--- src/rtl/sdram_arbiter.sv ---
// Two-port round-robin arbiter feeding one SDRAM request path; one transaction in flight.
// Write ack 2 cycles after grant; ram_busy stalls ISSUE cycle-for-cycle; reads time out after RD_TIMEOUT.
module sdram_arbiter #(
   parameter int ADDR_WIDTH = 24,
   parameter int DATA_WIDTH = 16,
   parameter int RD_TIMEOUT = 255
) (
   input  logic                  clk,
   input  logic                  rst,
   input  logic                  p0_req,
   input  logic                  p0_we,
   input  logic [ADDR_WIDTH-1:0] p0_addr,
   input  logic [DATA_WIDTH-1:0] p0_wdata,
   output logic                  p0_ack,
   output logic                  p0_err,
   output logic [DATA_WIDTH-1:0] p0_rdata,
   input  logic                  p1_req,
   input  logic                  p1_we,
   input  logic [ADDR_WIDTH-1:0] p1_addr,
   input  logic [DATA_WIDTH-1:0] p1_wdata,
   output logic                  p1_ack,
   output logic                  p1_err,
   output logic [DATA_WIDTH-1:0] p1_rdata,
   output logic [ADDR_WIDTH-1:0] ram_addr,
   output logic [DATA_WIDTH-1:0] ram_wr_data,
   output logic                  ram_wr_en,
   output logic                  ram_rd_en,
   input  logic                  ram_busy,
   input  logic                  ram_rd_ready,
   input  logic [DATA_WIDTH-1:0] ram_rd_data,
   output logic                  ram_rd_ack
);
   localparam int CNT_W = (RD_TIMEOUT < 2) ? 1 : $clog2(RD_TIMEOUT + 1);
   localparam logic [CNT_W-1:0] CNT_MAX = CNT_W'(RD_TIMEOUT);

   typedef enum logic [1:0] {IDLE, ISSUE, WAIT_RD, DONE} state_t;

   state_t                state_q, state_d;
   logic                  last_q, last_d;
   logic                  sel_q, sel_d;
   logic                  we_q, we_d;
   logic                  err_q, err_d;
   logic [ADDR_WIDTH-1:0] addr_q, addr_d;
   logic [DATA_WIDTH-1:0] wdata_q, wdata_d;
   logic [DATA_WIDTH-1:0] p0_rdata_q, p0_rdata_d;
   logic [DATA_WIDTH-1:0] p1_rdata_q, p1_rdata_d;
   logic [CNT_W-1:0]      cnt_q, cnt_d;
   logic                  wr_en_c, rd_en_c, rd_ack_c, ack0_c, ack1_c;
   logic                  gnt;

   always_ff @(posedge clk) begin
      if (!rst) begin
         state_q    <= IDLE;
         last_q     <= 1'b1;
         sel_q      <= 1'b0;
         we_q       <= 1'b0;
         err_q      <= 1'b0;
         addr_q     <= '0;
         wdata_q    <= '0;
         p0_rdata_q <= '0;
         p1_rdata_q <= '0;
         cnt_q      <= '0;
      end else begin
         state_q    <= state_d;
         last_q     <= last_d;
         sel_q      <= sel_d;
         we_q       <= we_d;
         err_q      <= err_d;
         addr_q     <= addr_d;
         wdata_q    <= wdata_d;
         p0_rdata_q <= p0_rdata_d;
         p1_rdata_q <= p1_rdata_d;
         cnt_q      <= cnt_d;
      end
   end

   always_comb begin
      state_d    = state_q;
      last_d     = last_q;
      sel_d      = sel_q;
      we_d       = we_q;
      err_d      = err_q;
      addr_d     = addr_q;
      wdata_d    = wdata_q;
      p0_rdata_d = p0_rdata_q;
      p1_rdata_d = p1_rdata_q;
      cnt_d      = cnt_q;
      wr_en_c    = 1'b0;
      rd_en_c    = 1'b0;
      rd_ack_c   = 1'b0;
      ack0_c     = 1'b0;
      ack1_c     = 1'b0;
      gnt        = (p0_req && p1_req) ? ~last_q : p1_req;
      case (state_q)
         IDLE: begin
            // Late words from an abandoned or reset-interrupted read are discarded here.
            rd_ack_c = ram_rd_ready;
            if (p0_req || p1_req) begin
               sel_d   = gnt;
               last_d  = gnt;
               we_d    = gnt ? p1_we    : p0_we;
               addr_d  = gnt ? p1_addr  : p0_addr;
               wdata_d = gnt ? p1_wdata : p0_wdata;
               err_d   = 1'b0;
               state_d = ISSUE;
            end
         end
         ISSUE: begin
            if (!ram_busy) begin
               wr_en_c = we_q;
               rd_en_c = ~we_q;
               cnt_d   = '0;
               state_d = we_q ? DONE : WAIT_RD;
            end
         end
         WAIT_RD: begin
            if (ram_rd_ready) begin
               rd_ack_c = 1'b1;
               if (sel_q) p1_rdata_d = ram_rd_data;
               else       p0_rdata_d = ram_rd_data;
               state_d = DONE;
            end else if (cnt_q == CNT_MAX) begin
               err_d   = 1'b1;
               state_d = DONE;
            end else begin
               cnt_d = cnt_q + CNT_W'(1);
            end
         end
         DONE: begin
            ack0_c  = ~sel_q;
            ack1_c  = sel_q;
            state_d = IDLE;
         end
         default: state_d = IDLE;
      endcase
   end

   // Strobes are held low while reset is asserted, whatever the pre-reset state.
   assign ram_wr_en   = rst & wr_en_c;
   assign ram_rd_en   = rst & rd_en_c;
   assign ram_rd_ack  = rst & rd_ack_c;
   assign p0_ack      = rst & ack0_c;
   assign p1_ack      = rst & ack1_c;
   assign p0_err      = rst & ack0_c & err_q;
   assign p1_err      = rst & ack1_c & err_q;
   assign p0_rdata    = p0_rdata_q;
   assign p1_rdata    = p1_rdata_q;
   assign ram_addr    = addr_q;
   assign ram_wr_data = wdata_q;
endmodule

--- config.mk ---
export PLATFORM = sky130hd
export DESIGN_NAME = sdram_arbiter
export DESIGN_NICKNAME = d
export VERILOG_FILES = /design/src/rtl/sdram_arbiter.sv
export SDC_FILE = /design/constraint.sdc
export NUM_CORES = 1
export LEC_CHECK = 0
export BUFFER_PORTS_ARGS = -buffer_cell sky130_fd_sc_hd__buf_4
export CAP_MARGIN = 30
export CORE_ASPECT_RATIO = 0.5
export CORE_MARGIN = 4
export CORE_UTILIZATION = 44
export CTS_CLUSTER_SIZE = 20
export DETAILED_ROUTE_END_ITERATION = 16
export PLACE_DENSITY_LB_ADDON = 0.25
export SLEW_MARGIN = 40
export SYNTH_ARGS = -nofsm -noshare
export SYNTH_HDL_FRONTEND = slang
export SYNTH_SLANG_ARGS = --single-unit
--- constraint.sdc ---
create_clock -name clk -period 3.8 [get_ports clk]
set_clock_uncertainty 0.15 [all_clocks]
set_input_delay 0.19 -clock clk [delete_from_list [all_inputs] [get_ports clk]]
set_output_delay 0.19 -clock clk [all_outputs]
set_load 0.05 [all_outputs]
==> results of run 1 <==
[through the flow]
step	cell area (µm²)	util
2_1_floorplan	3690	-
3_3_place_gp	5130	0.634
3_5_place_dp	5150	0.637
4_1_cts	5620	0.695
5_1_grt	5630	0.697
6_report	5630	0.697
[registers in the layout, summed over array words and instances (netlist names)]
signal and count:
cnt_q 8, ram_addr 24, ram_wr_data 16, last_q 1
sel_q 1, we_q 1, err_q 1, p1_rdata 16
p0_rdata 16, state_q 2
[synthesized netlist by cell type]
| master | count |
|---|---|
| a211oi_1 | 43 |
| a21boi_0 | 1 |
| a21boi_1 | 1 |
| a21oi_1 | 36 |
| a22oi_1 | 1 |
| a31oi_1 | 4 |
| and2_1 | 3 |
| and3_1 | 6 |
| and3_4 | 2 |
| and4_1 | 1 |
| and4_4 | 1 |
| buf_1 | 11 |
| buf_2 | 4 |
| buf_4 | 4 |
| clkbuf_1 | 11 |
| dfxtp_1 | 86 |
| ha_1 | 5 |
| inv_1 | 6 |
| mux2i_1 | 43 |
| nand2_1 | 79 |
| nand2b_1 | 2 |
| nand3_1 | 4 |
| nand4_1 | 1 |
| nor2_1 | 48 |
| nor2b_1 | 1 |
| nor3_1 | 1 |
| nor3b_1 | 1 |
| nor3b_2 | 1 |
| o211a_1 | 2 |
| o211ai_1 | 2 |
| o21a_1 | 1 |
| o21ai_0 | 4 |
| o21ai_1 | 1 |
| o221ai_1 | 1 |
| o22ai_1 | 1 |
| o311ai_0 | 1 |
| o32ai_1 | 1 |
| o41ai_1 | 1 |
| or2_2 | 2 |
| or4_1 | 1 |
[cells by family (layout without fill, tap and decap cells)]
logic type / count (synthesis) / after routing / share of synthesized area
AND/OR/NAND/NOR: 154 / 154 / 0.180
multiplexers: 43 / 43 / 0.116
AO/OA/AOI/OAI: 101 / 101 / 0.178
buffers and inverters: 36 / 227 / 0.0420
adder cells (fa/ha/maj): 5 / 5 / 0.0169
flip-flops: 86 / 86 / 0.466
[report_power, final]
| group | total [µW] | switching (µW) | internal, µW |
|---|---|---|---|
| Clock | 866 | 341 | 524 |
| Combinational | 1670 | 1110 | 557 |
| Sequential | 1220 | 117 | 1100 |
| Total | 3750 | 1570 | 2180 |
[worst paths after layout]
kind	cells after the start	startpoint	end
setup / recovery	6	state_q[0]	cnt_q[7]
hold / removal	3	p1_req	last_q
setup reg to reg	6	state_q[0]	cnt_q[7]
hold reg to reg	2	p1_rdata[8]	p1_rdata[8]
[worst max-delay path: cells and delay by family (launching register included)]
kind            cells  cell delay, ps
simple gates        3             710
fa+ha+maj           1             420
flops               1             340
compound gates      1             340
buf+inv             1             110
[layout by cell type (no fill, tap or decap), types with 2 or more instances in the layout]
cell type / count
buf_8: 2
dlygate4sd3_1: 17
nor2_1: 47
o21ai_0: 4
o211a_1: 2
clkbuf_16: 9
clkinv_2: 4
and2_1: 3
and3_4: 2
a31oi_1: 4
buf_4: 185
or2_2: 2
a21oi_1: 36
dfxtp_1: 86
nand3_1: 4
o211ai_1: 2
and3_1: 6
inv_1: 5
nand2_1: 79
ha_1: 5
mux2i_1: 43
a211oi_1: 43
nand2b_1: 2
[final cells by class]
type                            instances  area (µm²)  area share
Clock inverter                          6        61.3      0.0109
Clock buffer                           10         239      0.0424
Inverter                                6        23.8     0.00422
Sequential cell                        86        1720       0.306
Multi-Input combinational cell        303        1840       0.326
Timing Repair Buffer                  205        1610       0.286
Tap cell                              112         140      0.0249
[routing by layer]
layer | track usage | wire [µm]
met1 | 0.235 | 4250
met2 | 0.356 | 5190
met3 | 0.0785 | 863
met4 | 0.0398 | 81
met5 | 0 | 0
==> impl_results.md, run 1 <==
- Worst slew margin: 0.519
- Maximum VDD drop: 359 µV
- RSZ-0062 raised after global routing: false
- Worst path slowest cell: ha_1
- I/O pin cnt: 183
- Area delta synth->final: 52.5%
- Pre-CTS setup slack: 1470 ps
- Final Slew Violations: 0
- Synthesized flop and latch total: 86
- CP Cell Sequence: inv_1, ha_1, nand2_1, nor3b_2, nand2_1, o41ai_1
- Hold Crit Class: input port to flop
- Final net count: 720
- Final WL: 10,400 µm
- Diode count: 0
- Gp weighted congestion: 0.798
- Max Cap Violations: 0
- Die Y: 72.8 µm
- Non-filler cells, final: 728
- Cells after synthesis: 425
- CTS Buffer Depth: 2
- WS Path Type: flop to flop
- Worst Tran Pin Value: 720 ps
- Vias in the first global route: 3,438
- Most Frequent Cell on Critical Path: nand2_1
- Crit path DAT: 2250 ps
- Filler cell count: 645
- Largest net degree at the start of global routing: 49
- Yosys top cell area share: 0.466
- Status: finished, final reports clean
- Vias per inst: 4.97
- DRT antenna net count: 0
- CP Max Fanout: 14
- Crit share post-route: 0.572
- Netlist cell types: 40
- Post-CTS Setup Inserts: 0
- Die area: 10,000 µm²
- Sequential share of the synthesized area: 0.466
- Setup slack after layout: 1630 ps
- Inserted Clock Buffers: 9
- Cell area after technology mapping: 3690 µm²
- Worst endpoint required time: 3880 ps
- Core box area: 8090 µm²
- Clock Tree Root: clkbuf_16
- Top post-synthesis cells by area: dfxtp_1, mux2i_1, a211oi_1
- Clock latency on the worst-skew pair: 330 ps
- First-pass DRT Iterations: 4
- Cell Rows: 23
- R2R Setup Slk: 1630 ps
- Clock Sinks: 86
- Final count of hold timing violations: 0
- Largest stage delay, worst path: 420 ps
- Syn Area/Cell: 8.69 µm²
- Overall routing resource usage: 0.202
- Global route overflow: 0
- DR iter-0 viols: 135
- Hold_buf cts: 17
- Initial Util: 0.457
- I/O Buffers: 182
- Fmax achieved: 0.460 GHz
- CTS H-Tree Depth: 3
- Final hold slack: 30.8 ps
- CP Launch Type: flop
- Post-CTS Resized: 0
- First-pass GRT wire length: 16,100 µm
- Sum of negative setup slack: 0 ps
- Hpwl dp: 7580 µm
- Final worst path period need: 2170 ps
- Initial antenna violation count: 0
- TritonCTS clock tree: done
- Cell taking the most area after synthesis: dfxtp_1
- # placed instances: 694
- Share of cells above drive strength 1: 0.347
- Chip width: 138 µm
- Post-route DRC: 0
- DR WL/cell: 14.3 µm
- Worst-path clk slew: 60 ps
- YS warnings: 0
- Final setup violation count: 0
- Leak: 0.00247 µW
- Via count: 3,616
- Power Total: 3750 µW
- CP endpoint kind: flop
- Pwr dens: 666 nW/µm²
- Syn nets: 534
Note: power is estimated with default switching activity, not from simulation.
==> inputs of run 2 (changes only) <==
--- a/config.mk
+++ b/config.mk
@@ -5,11 +5,12 @@
 export SDC_FILE = /design/constraint.sdc
 export NUM_CORES = 1
 export LEC_CHECK = 0
+export ABC_AREA = 1
 export BUFFER_PORTS_ARGS = -buffer_cell sky130_fd_sc_hd__buf_4
 export CAP_MARGIN = 30
 export CORE_ASPECT_RATIO = 0.5
 export CORE_MARGIN = 4
-export CORE_UTILIZATION = 44
+export CORE_UTILIZATION = 41
 export CTS_CLUSTER_SIZE = 20
 export DETAILED_ROUTE_END_ITERATION = 16
 export PLACE_DENSITY_LB_ADDON = 0.25
==> constraint.sdc (replaced) <==
create_clock -name clk -period 1.9 [get_ports clk]
set_clock_uncertainty 0.15 [all_clocks]
set_input_delay 0.095 -clock clk [delete_from_list [all_inputs] [get_ports clk]]
set_output_delay 0.095 -clock clk [all_outputs]
set_load 0.05 [all_outputs]
==> impl_results.md, run 2 <==
- Footprint of the multi-input gates: 1780 µm² (was 1840 µm²)
- DR WL/cell: 15.6 µm (was 14.3 µm)
- Final net count: 887 (was 720)
- First-pass GRT wire length: 20,500 µm (was 16,100 µm)
- Cells after synthesis: 507 (was 425)
- Pre-CTS setup slack: 107 ps (was 1470 ps)
- Crit path DAT: 1490 ps (was 2250 ps)
- Worst-path clk slew: 70 ps (was 60 ps)
- Gp weighted congestion: 0.903 (was 0.798)
- Initial Util: 0.423 (was 0.457)
- Post-route DRC: 0 (unchanged)
- Chip width: 143 µm (was 138 µm)
- Cell Rows: 24 (was 23)
- CP endpoint kind: output port (was flop)
- Final WL: 14,100 µm (was 10,400 µm)
- Setup slack after layout: 161 ps (was 1630 ps)
- Sequential share of the synthesized area: 0.464 (was 0.466)
- Core box area: 8770 µm² (was 8090 µm²)
- Sum of negative setup slack: 0 ps (unchanged)
- Hold Crit Class: input port to flop (unchanged)
- Cell taking the most area after synthesis: dfxtp_1 (unchanged)
- Cell area after technology mapping: 3710 µm² (was 3690 µm²)
- Die Y: 75.3 µm (was 72.8 µm)
- Most used DFF post-synth: dfxtp_1 (unchanged)
- Final Slew Violations: 0 (unchanged)
- Fmax achieved: 0.575 GHz
- Maximum VDD drop: 714 µV (was 359 µV)
- TritonCTS clock tree: done (unchanged)
- YS warnings: 0 (unchanged)
- Yosys top cell area share: 0.464 (was 0.466)
- CP Max Fanout: 9 (was 14)
- FFs w/ async S/R, synth: 0 (unchanged)
- Max Cap Violations: 0 (unchanged)
- CP Launch Type: flop (unchanged)
- R2R Setup Slk: 170 ps (was 1630 ps)
- Largest net degree at the start of global routing: 83 (was 49)
- Initial antenna violation count: 0 (unchanged)
- Final setup violation count: 0 (unchanged)
- Netlist cell types: 28 (was 40)
- Hpwl dp: 7710 µm (was 7580 µm)
- I/O pin cnt: 183 (unchanged)
- Max FFs per register: 24 (unchanged)
- WS Path Type: flop to output port (was flop to flop)
- Area delta synth->final: 76.2% (was 52.5%)
- CTS Buffer Depth: 2 (unchanged)
- Post-synth EDFFs: 0 (unchanged)
- Most frequent cells in the layout: buf_4, nand2_1, dlygate4sd3_1 (was buf_4, dfxtp_1, nand2_1)
- Synthesized flop and latch total: 86 (unchanged)
- Vias in the first global route: 4,327 (was 3,438)
- Status: finished, final reports clean (unchanged)
- Worst endpoint required time: 1650 ps (was 3880 ps)
- Final worst path period need: 1740 ps
- Clock Tree Root: clkbuf_16 (unchanged)
- Global route overflow: 0 (unchanged)
- Overall routing resource usage: 0.239 (was 0.202)
- Top post-synthesis cells by area: dfxtp_1, nand2_1, o21ai_0 (was dfxtp_1, mux2i_1, a211oi_1)
- Vias per inst: 5.13 (was 4.97)
- I/O Buffers: 182 (unchanged)
- Final core occ: 0.745 (was 0.697)
- Commonest non-fill, non-tap cell in the layout: buf_4 (unchanged)
- Clock latency on the worst-skew pair: 340 ps (was 330 ps)
- Via count: 4,622 (was 3,616)
- Top post-synthesis cells by count: nand2_1, dfxtp_1, o21ai_0 (was dfxtp_1, nand2_1, nor2_1)
- Syn nets: 616 (was 534)
- First-pass DRT Iterations: 5 (was 4)
- CTS H-Tree Depth: 3 (unchanged)
- Syn Area/Cell: 7.32 µm² (was 8.69 µm²)
- Register Area: 1720 µm² (about the same)
- Inserted Clock Buffers: 9 (unchanged)
- Worst Tran Pin Value: 733 ps (was 720 ps)
- Die area: 10,700 µm² (was 10,000 µm²)
- Final count of hold timing violations: 0 (unchanged)
- Clock Sinks: 86 (unchanged)
- Most frequent cell after synthesis: nand2_1 (was dfxtp_1)
- Leak: 0.00296 µW (was 0.00247 µW)
- DR iter-0 viols: 279 (was 135)
- DRT antenna net count: 0 (unchanged)
- Worst slew margin: 0.511 (was 0.519)
- Pwr dens: 1270 nW/µm² (was 666 nW/µm²)
- Crit share post-route: 0.915
- Filler cell count: 623 (was 645)
- Share of cells above drive strength 1: 0.291 (was 0.347)
-- run 2: cell types whose count changed in the layout (fill, tap and decap cells not counted), moves of 20 or more --
| cell | change |
|---|---|
| dlygate4sd3_1 | +83 |
| nand3_1 | +20 |
| a211oi_1 | -43 |
| mux2i_1 | -43 |
| a31oi_1 | +37 |
| o21ai_0 | +55 |
| nand2_1 | +55 |
-- run 2: critical path, cell delays in order, from the launching register on --
cell     delay, ps
dfxtp_2        340
inv_1          100
ha_2           310
nor2_1         110
nor2_1         100
buf_4          200
-- run 2: through the flow --
step	hold WS [ps]	cells	cell area, µm²	power, µW
2_1_floorplan	79.9	507	3730	4950
3_3_place_gp	181	782	5160	5990
5_1_grt	31.6	900	6530	8710
6_report	12.7	901	6540	8320
4_1_cts	7.06	899	6500	8140
3_5_place_dp	189	782	5160	6020
-- run 2: logic make-up after synthesis --
group,count (synthesis),synth area share
fa+ha+maj,5,0.0169
buf+inv,54,0.0634
simple gates,235,0.266
compound gates,127,0.189
flops,86,0.464
-- run 2: cell type report --
cell class              count  area share
inverters                  22      0.0126
well taps                 117      0.0224
clock buffers               9      0.0345
repair buffers            292       0.379
diodes                      1    0.000383
flip-flops and latches     86       0.264
clock inverters             7      0.0159
multi-input cells         367       0.272
-- run 2: worst paths after layout --
| path | from | end | cells after the start |
|---|---|---|---|
| worst max-delay path | state_q[0] | ram_rd_ack | 5 |
| worst min-delay path | p0_req | err_q | 4 |
| worst max register to register | state_q[1] | cnt_q[4] | 9 |
| worst min register to register | p1_rdata[15] | p1_rdata[15] | 2 |
-- run 2: repair_timing --
item,CTS,global route
pin swaps,0,1
hold endpoints to repair,78,0
resized for setup,1,3
endpoints found under the setup margin,1,7
setup buffers,0,0
hold buffers,101,0
cloned,0,1
-- run 2: power breakdown --
part           leakage (µW)  switching, µW  internal, µW
clock              0.000155            760          1170
combinational       0.00210           2650          1280
sequential         0.000705            244          2220
-- run 2: routing by layer --
| metal | global-route usage | up-vias | wire (µm) |
|---|---|---|---|
| li1 | - | 2238 | - |
| met1 | 0.281 | 2111 | 5770 |
| met2 | 0.407 | 225 | 6640 |
| met3 | 0.0819 | 48 | 1230 |
| met4 | 0.100 | 0 | 443 |
| met5 | 0 | - | 0 |
